===== src/rtl/speed_selector.sv =====
// speed_selector: two raw pushbuttons (up/down) -> 20-bit speed word in Hz.
// Each button is synchronized (2 flops) and debounced. A debounced press
// doubles (up) or halves (down) the speed, saturating at SPEED_MIN/SPEED_MAX.
// Optional auto-repeat while a single button is held is compiled in when the
// macro SPEED_SELECTOR_AUTOREPEAT_EN is defined; otherwise a hold gives one step.
module speed_selector #(
    parameter int DEBOUNCE_CYCLES = 1_000_000,
    parameter int REPEAT_DELAY    = 25_000_000,
    parameter int REPEAT_PERIOD   = 5_000_000,
    parameter int SPEED_MIN       = 1,
    parameter int SPEED_MAX       = 1_000_000,
    parameter int SPEED_INIT      = 1
) (
    input  logic        clk,
    input  logic        rst,
    input  logic        btn_up,
    input  logic        btn_down,
    output logic [19:0] speed,
    output logic        speed_changed,
    output logic        at_min,
    output logic        at_max
);

    // Elaboration-time guard against an illegal parameter set.
    if (DEBOUNCE_CYCLES < 1 || REPEAT_DELAY < 1 || REPEAT_PERIOD < 1 ||
        SPEED_MIN < 1 || SPEED_MAX > 20'hFFFFF || SPEED_MAX < SPEED_MIN ||
        SPEED_INIT < SPEED_MIN || SPEED_INIT > SPEED_MAX) begin : g_param_check
        $error("speed_selector: illegal parameter set");
    end

    localparam int              DB_W    = (DEBOUNCE_CYCLES > 1) ? $clog2(DEBOUNCE_CYCLES) : 1;
    localparam logic [DB_W-1:0] DB_LAST = DB_W'(DEBOUNCE_CYCLES - 1);
    localparam logic [19:0]     MIN20   = 20'(SPEED_MIN);
    localparam logic [19:0]     MAX20   = 20'(SPEED_MAX);
    localparam logic [20:0]     MAX21   = 21'(SPEED_MAX);
    localparam logic [19:0]     INIT20  = 20'(SPEED_INIT);

    // Bit 0 = up button, bit 1 = down button throughout.
    logic [1:0]      r_sync1;
    logic [1:0]      r_sync2;
    logic [1:0]      r_stable;
    logic [1:0]      r_stable_d;
    logic [DB_W-1:0] r_db_cnt [2];
    logic [1:0]      r_evt;
    logic [1:0]      w_press;
    logic [1:0]      w_rep_step;

    logic [19:0] r_speed;
    logic        r_changed;
    logic        r_at_min;
    logic        r_at_max;

    // Synchronize both raw buttons and debounce each into a stable level.
    // NOTE: sequential state uses non-blocking assignments so every register
    // samples pre-edge values, independent of statement order.
    // NOTE: the small per-button counter array is reset together with the
    // rest of the state so an interrupted debounce never carries over.
    always_ff @(posedge clk) begin
        if (rst) begin
            r_sync1  <= 2'b00;
            r_sync2  <= 2'b00;
            r_stable <= 2'b00;
            for (int i = 0; i < 2; i++) r_db_cnt[i] <= '0;
        end else begin
            r_sync1 <= {btn_down, btn_up};
            r_sync2 <= r_sync1;
            for (int i = 0; i < 2; i++) begin
                if (r_sync2[i] == r_stable[i]) begin
                    r_db_cnt[i] <= '0;
                end else if (r_db_cnt[i] == DB_LAST) begin
                    r_stable[i] <= ~r_stable[i];
                    r_db_cnt[i] <= '0;
                end else begin
                    r_db_cnt[i] <= r_db_cnt[i] + 1'b1;
                end
            end
        end
    end

    // A press is a rising edge of the debounced level; releases are ignored.
    assign w_press = r_stable & ~r_stable_d;

    // Delay the stable level for edge detection and register press events.
    always_ff @(posedge clk) begin
        if (rst) begin
            r_stable_d <= 2'b00;
            r_evt      <= 2'b00;
        end else begin
            r_stable_d <= r_stable;
            r_evt      <= w_press;
        end
    end

`ifdef SPEED_SELECTOR_AUTOREPEAT_EN
    localparam int             REP_MAX    = (REPEAT_DELAY > REPEAT_PERIOD) ? REPEAT_DELAY : REPEAT_PERIOD;
    localparam int             REP_W      = $clog2(REP_MAX + 1);
    localparam logic [REP_W-1:0] DELAY_LAST  = REP_W'(REPEAT_DELAY - 1);
    localparam logic [REP_W-1:0] PERIOD_LAST = REP_W'(REPEAT_PERIOD - 1);

    typedef enum logic [1:0] {IDLE, DELAY, REPEAT} rep_state_t;

    rep_state_t       r_rep_state;
    logic             r_rep_dir;   // 0 = up held, 1 = down held
    logic [REP_W-1:0] r_rep_cnt;
    logic [1:0]       r_rep_step;
    logic [1:0]       w_held_mask;

    assign w_held_mask = r_rep_dir ? 2'b10 : 2'b01;

    // Auto-repeat FSM: arm on a lone press, step while exactly that button is held.
    always_ff @(posedge clk) begin
        if (rst) begin
            r_rep_state <= IDLE;
            r_rep_dir   <= 1'b0;
            r_rep_cnt   <= '0;
            r_rep_step  <= 2'b00;
        end else begin
            r_rep_step <= 2'b00;
            if (w_press != 2'b00 && (r_stable == 2'b01 || r_stable == 2'b10)) begin
                r_rep_state <= DELAY;
                r_rep_dir   <= r_stable[1];
                r_rep_cnt   <= '0;
            end else if (r_rep_state != IDLE && r_stable != w_held_mask) begin
                // Release, or the other button joined: abandon without a step.
                r_rep_state <= IDLE;
                r_rep_cnt   <= '0;
            end else begin
                case (r_rep_state)
                    DELAY: begin
                        if (r_rep_cnt == DELAY_LAST) begin
                            r_rep_step[r_rep_dir] <= 1'b1;
                            r_rep_state           <= REPEAT;
                            r_rep_cnt             <= '0;
                        end else begin
                            r_rep_cnt <= r_rep_cnt + 1'b1;
                        end
                    end
                    REPEAT: begin
                        if (r_rep_cnt == PERIOD_LAST) begin
                            r_rep_step[r_rep_dir] <= 1'b1;
                            r_rep_cnt             <= '0;
                        end else begin
                            r_rep_cnt <= r_rep_cnt + 1'b1;
                        end
                    end
                    default: r_rep_cnt <= '0;
                endcase
            end
        end
    end

    assign w_rep_step = r_rep_step;
`else
    assign w_rep_step = 2'b00;
`endif

    logic        w_up;
    logic        w_dn;
    logic [20:0] w_dbl;
    logic [19:0] w_half;
    logic [19:0] w_up_next;
    logic [19:0] w_dn_next;
    logic [19:0] w_next;

    assign w_up      = r_evt[0] | w_rep_step[0];
    assign w_dn      = r_evt[1] | w_rep_step[1];
    assign w_dbl     = {r_speed, 1'b0};
    assign w_half    = {1'b0, r_speed[19:1]};
    assign w_up_next = (w_dbl > MAX21) ? MAX20 : w_dbl[19:0];
    assign w_dn_next = (w_half < MIN20) ? MIN20 : w_half;

    // Select the next speed; simultaneous up and down steps cancel.
    // NOTE: w_next gets a default first so no path leaves it unassigned (no latch).
    always_comb begin
        w_next = r_speed;
        if (w_up && !w_dn) begin
            w_next = w_up_next;
        end else if (w_dn && !w_up) begin
            w_next = w_dn_next;
        end
    end

    // Output register: speed, change pulse and limit flags share one stage.
    always_ff @(posedge clk) begin
        if (rst) begin
            r_speed   <= INIT20;
            r_changed <= 1'b0;
            r_at_min  <= (INIT20 == MIN20);
            r_at_max  <= (INIT20 == MAX20);
        end else begin
            r_speed   <= w_next;
            r_changed <= (w_next != r_speed);
            r_at_min  <= (w_next == MIN20);
            r_at_max  <= (w_next == MAX20);
        end
    end

    assign speed         = r_speed;
    assign speed_changed = r_changed;
    assign at_min        = r_at_min;
    assign at_max        = r_at_max;

endmodule


===== config.mk =====
export PLATFORM = sky130hd
export DESIGN_NAME = speed_selector
export DESIGN_NICKNAME = d
export VERILOG_FILES = /design/src/rtl/speed_selector.sv
export SDC_FILE = /design/constraint.sdc
export NUM_CORES = 1
export LEC_CHECK = 0
export ABC_CLOCK_PERIOD_IN_PS = 2600
export CORE_MARGIN = 8
export CORE_UTILIZATION = 40
export CTS_CLUSTER_SIZE = 16
export DETAILED_ROUTE_END_ITERATION = 6
export PLACE_DENSITY = 0.64
export SYNTH_ARGS = -nofsm -noshare
export SYNTH_HDL_FRONTEND = slang
export SYNTH_SLANG_ARGS = --single-unit

===== constraint.sdc =====
create_clock -name clk -period 2.6 [get_ports clk]
set_input_delay 0.39 -clock clk [delete_from_list [all_inputs] [get_ports clk]]
set_output_delay 0.39 -clock clk [all_outputs]
set_load 0.1 [all_outputs]

# == Word-level counts from Yosys, hierarchy flattened ==
# Memories as Yosys holds them, arrays and structs flattened.
# Cells that the tools add are included.
# totals
ram_bits,40
input_bits,4
ff_bits,33
output_inout_bits,23
word_cells,74
n_memories,1
# mem_list
memory,depth,width,rd,rd_clocked_by_memory_dff,write_ports,line_no,text
r_db_cnt,2,20,2,0,2,43,logic [DB_W-1:0] r_db_cnt [2];
# classes
n_eq_ne,7
reduce_logical,6
muxes,34
n_bitwise,12
n_addsub,2
magnitude_cmp,2
# op_table
op,count
2-to-1 mux 20 bit,9
"equality test 20 bit, second input constant",3
"adder 20 x 1 -> 20 bit, second input constant",2
2-to-1 mux 1 bit,24
"> comparator 21 x 20 -> 1 bit, second input constant",1
"equality test 20 x 1 -> 1 bit, second input constant",1
!= test 20 bit,1
"less-than comparator 19 x 1 -> 1 bit, second input constant",1
2-to-1 mux 19 bit,1
bitwise OR 1 bit,6
inverter 1 bit,4
AND reduction 2 bit,2
AND 2 bit,1
equality test 1 bit,2
logical AND 1 bit,2
zero test 1 bit,2
inverter 2 bit,1

# == Longest topological paths before layout ==
# An unclocked memory read counts as a cell.
# logic_depth
depth_word,8
ltp_mapped,9
mapped_depth_nobuf,8

# == Worst setup path after synthesis ==
# Ideal clock, no wire load.
# synth_timing
path_kind,reg2reg
from,register r_speed[2] (netlist: speed[2])
to,register r_changed (netlist: speed_changed)
path_buffers,2
setup_time_ns,0.138
synth_period_minus_slack_ns,2.822
slack_ns,-0.222
required_ns,2.462
stages_incl_launch_ff,10
arrival_ns,2.684
cell_sequence,dfxtp_1 buf_6 or4_4 or3_4 nor4_4 o21a_1 buf_2 a21oi_1 xnor2_1 a41oi_1
# synth_between
elab_chain_cells,5
word_cells_on_any_way,7
classes_between,2 x order compare; 1 x eq/ne; 4 x mux
# synth_lines
item,line_no,text
from (decl),48,logic [19:0] r_speed;
from (signal assigned),191,r_speed <= w_next;
less-than comparator 19 x 1 -> 1 bit,170,assign w_dn_next = (w_half < MIN20) ? MIN20 : w_half;
2-to-1 mux 19 bit,170,
2-to-1 mux 20 bit,178,end else if (w_dn && !w_up) begin
2-to-1 mux 20 bit,176,if (w_up && !w_dn) begin
!= test 20 bit (*),192,r_changed <= (w_next != r_speed);
to (signal assigned),192,
to (decl),49,logic r_changed;
# Mark *: on every way between the ends. The rest lies on a longest branch, timed or not.
# A chain may end at the register's enable or synchronous reset.

# == Worst setup path in the final report ==
# layout_timing
from,register r_speed[13] (netlist: speed[13])
to,register r_at_max (netlist: at_max)
# layout_between
elab_chain_cells,5
word_cells_on_any_way,7
classes_between,2 x order compare; 1 x eq/ne; 4 x mux
# layout_lines
item,line_no,text
less-than comparator 19 x 1 -> 1 bit,170,
2-to-1 mux 19 bit,170,
2-to-1 mux 20 bit,178,
2-to-1 mux 20 bit (*),176,
equality test 20 bit (*),194,r_at_max <= (w_next == MAX20);
to (signal assigned),189,r_at_max <= (INIT20 == MAX20);
to (signal assigned),194,
to (decl),51,logic r_at_max;
# Marked as above.

==> results.md <==
- Crit path kind: reg -> reg
- # Max-Cap Violations: 0
- IO Count: 27
- Area fraction of the dominant cell type after synthesis: 0.263
- Leading post-synthesis cells by cell area: edfxtp_1, dfxtp_1, nor2_1
- Placed Area: 5230 sq um
- Design area: 5530 sq um
- Final period utilization: 0.937
- Routed wire length: 12,700 um
- Nature of the critical path startpoint: flip-flop
- Ant diodes: 0
- Cells after Synth: 542
- Slew @ Worst Pin: 0.523 ns
- Vias in the first global route: 4,012
- Drt pass-1 iters: 5
- CTS buffer count: 9
- Setup WS post-layout: 0.164 ns
- Slew Viols, Final: 0
- Switching Fraction: 0.223
- First-pass GRT wire length: 21,000 um
- EDFF count, synth: 40
- Core Box Area: 11,300 sq um
- Antenna Nets Post-Route: 0
- DRC viols: 0
- Mapped cell area: 4560 sq um
- Largest net degree at the start of global routing: 42
- Gpl congestion: 0.948
- Req. time, crit path: 2.83 ns
- Routed wire length per instance: 16.7 um
- Final hold vios: 0
- Clock sink count: 73
- HPWL Detailed: 9310 um
- Hold buffer count at cts: 0
- Commonest cells in the netlist: nor2_1, nand2_1, edfxtp_1, dfxtp_1, a21oi_1
- Worst-path maximum fanout: 9
- Yosys warning count: 0
- FP Rows: 39
- Area delta synth->final: 21.3%
- Register area share after synthesis: 0.408
- Clock Skews: 0.0126 ns
- Internal power: 1980 uW
- Run status: finished, final reports clean
- Yosys reg bits: 73
- DR iter-0 viols: 380
- Initial core utilization: 0.405
- Gr usage total: 0.176
- Final nets: 620
- Worst-Skew Late Latency: 0.34 ns
- RSZ-0062 raised after global routing: no
- Share of layout cells above drive strength 1: 0.153
- Pleak: 0.00209 uW
- Area leader, netlist: edfxtp_1
- Clock share of power: 0.473
- Max Buffers Root-to-Sink: 2
- Setup Fix Bufs, Post-CTS: 0
- Distinct cells, synth: 63
- Worst hold path class: reg -> reg
- Chip width: 123 um
- Met1 usage: 0.238
- Via count: 4,224
- Combinational power share: 0.026
- Clock Tree Root: clkbuf_16
- Ys flop type: edfxtp_1
- CP endpoint kind: flip-flop
- CTS clock-pin slew for the worst setup and hold paths: 0.06 ns
- Switch Pwr: 569 uW
- Grt total ovfl: 0
- Routing usage on met2: 0.266
- CTS tree: built
- CP arrival: 2.67 ns
- Ys async rst share: 0
- Met3 Track Usage GR: 0.0327
- F_max: 410 MHz
- Initial antenna violation count: 0
- Port Buf Inserts: 26
- PD cells: 461 nW/um^2
- Post-DR vias/cell: 5.54
- Die height: 123 um
- Seq pwr share: 0.500
- Maximum vdd drop: 0.344 mV
- Pre-CTS WS: 0.167 ns
- H-tree depth: 3
- Top-count cell post-synth: nor2_1
- TNS Setup: 0 ns
- Final setup viols: 0
- Die area: 15,100 sq um
- Worst rel slew slack: 0.642
- Period minus WS final: 2.44 ns
- Synthesized area per cell: 8.41 sq um
- GRT Max-Usage Layer: met2
cell families after synthesis:
| group | share of synthesized area |
|---|---|
| other | 0.000822 |
| adders and majority gates | 0.00549 |
| xor gates and xnor gates | 0.0711 |
| muxes | 0.0250 |
| DFF | 0.408 |
| buffers and inverters | 0.0486 |
| AOI/OAI and AO/OA | 0.163 |
| and+or+nand+nor | 0.278 |
registers in the layout, summed over array words and instances, names as in the netlist:
name           cells
r_stable           2
speed_changed      1
r_db_cnt          40
r_sync1            2
at_max             1
r_sync2            2
r_evt              2
at_min             1
r_stable_d         2
speed             20
path summary, 6_finish.rpt:
check | to | startpoint | slack (ns) | depth (start not counted)
worst max-delay path | at_max$_SDFF_PP0_ | speed[13]$_SDFF_PP0_ | 0.16 | 7
worst min-delay path | r_evt[1]$_SDFF_PP0_ | r_stable_d[1]$_SDFF_PP0_ | 0.38 | 1
worst max register to register | at_max$_SDFF_PP0_ | speed[13]$_SDFF_PP0_ | 0.16 | 7
worst min register to register | r_evt[1]$_SDFF_PP0_ | r_stable_d[1]$_SDFF_PP0_ | 0.38 | 1
power groups by stage:
stage | clock network, uW | logic, uW | registers [uW]
floorplan | 0 | 51.1 | 1290
global placement | 0 | 64.7 | 1300
detailed placement | 0 | 65.2 | 1300
CTS | 1230 | 65.9 | 1270
global route | 1290 | 77.5 | 1280
finish | 1210 | 67.4 | 1270
cell type report:
cell class	count	area, sq um
flip-flops and latches	73	1880
well taps	143	179
inverters	18	67.6
clock inverters	6	40.0
multi-input cells	452	2640
repair buffers	60	483
fillers	1095	5740
clock buffers	10	250
worst max-delay path, cell delays in order (launching register included):
cell      delay, ns
dfxtp_1        0.33
nor2b_1        0.39
o211ai_1       0.24
a22o_1         0.34
nor2_2         0.41
o31a_1         0.22
o211ai_1       0.12
nor4_1         0.28
placed cells by master, fill, tap and decap left out, types with 13 or more instances in the layout:
cell / netlist / layout
a21oi_1: 32 / 32
buf_4: 0 / 55
conb_1: 1 / 40
dfxtp_1: 33 / 22
edfxtp_1: 40 / 40
inv_1: 18 / 18
nand2_1: 43 / 43
nand3_1: 28 / 28
nand4_1: 13 / 13
nor2_1: 74 / 74
nor2b_1: 24 / 24
nor3_1: 16 / 16
o21ai_0: 17 / 17
xnor2_1: 20 / 20
xor2_1: 17 / 17
routing by layer:
metal	share of wire	wire, um	up-vias
met5	0	0	-
met4	0.027	348	0
met3	0.056	709	25
met2	0.45	5700	141
met1	0.47	5980	1987
li1	-	-	2071
through the flow:
stage	utilization	instances	power, uW	hold WS [ns]
floorplan	-	581	1340	0.367
global placement	0.464	746	1360	0.378
detailed placement	0.464	746	1360	0.373
CTS	0.490	762	2570	0.382
global route	0.491	762	2640	0.411
finish	0.491	762	2550	0.382
what timing repair did:
item | CTS | global route
hold endpoints to repair | 0 | 0
resized for setup | 0 | 3
endpoints found under the setup margin | 0 | 2
No activity file was read; power rests on OpenSTA's default activity.
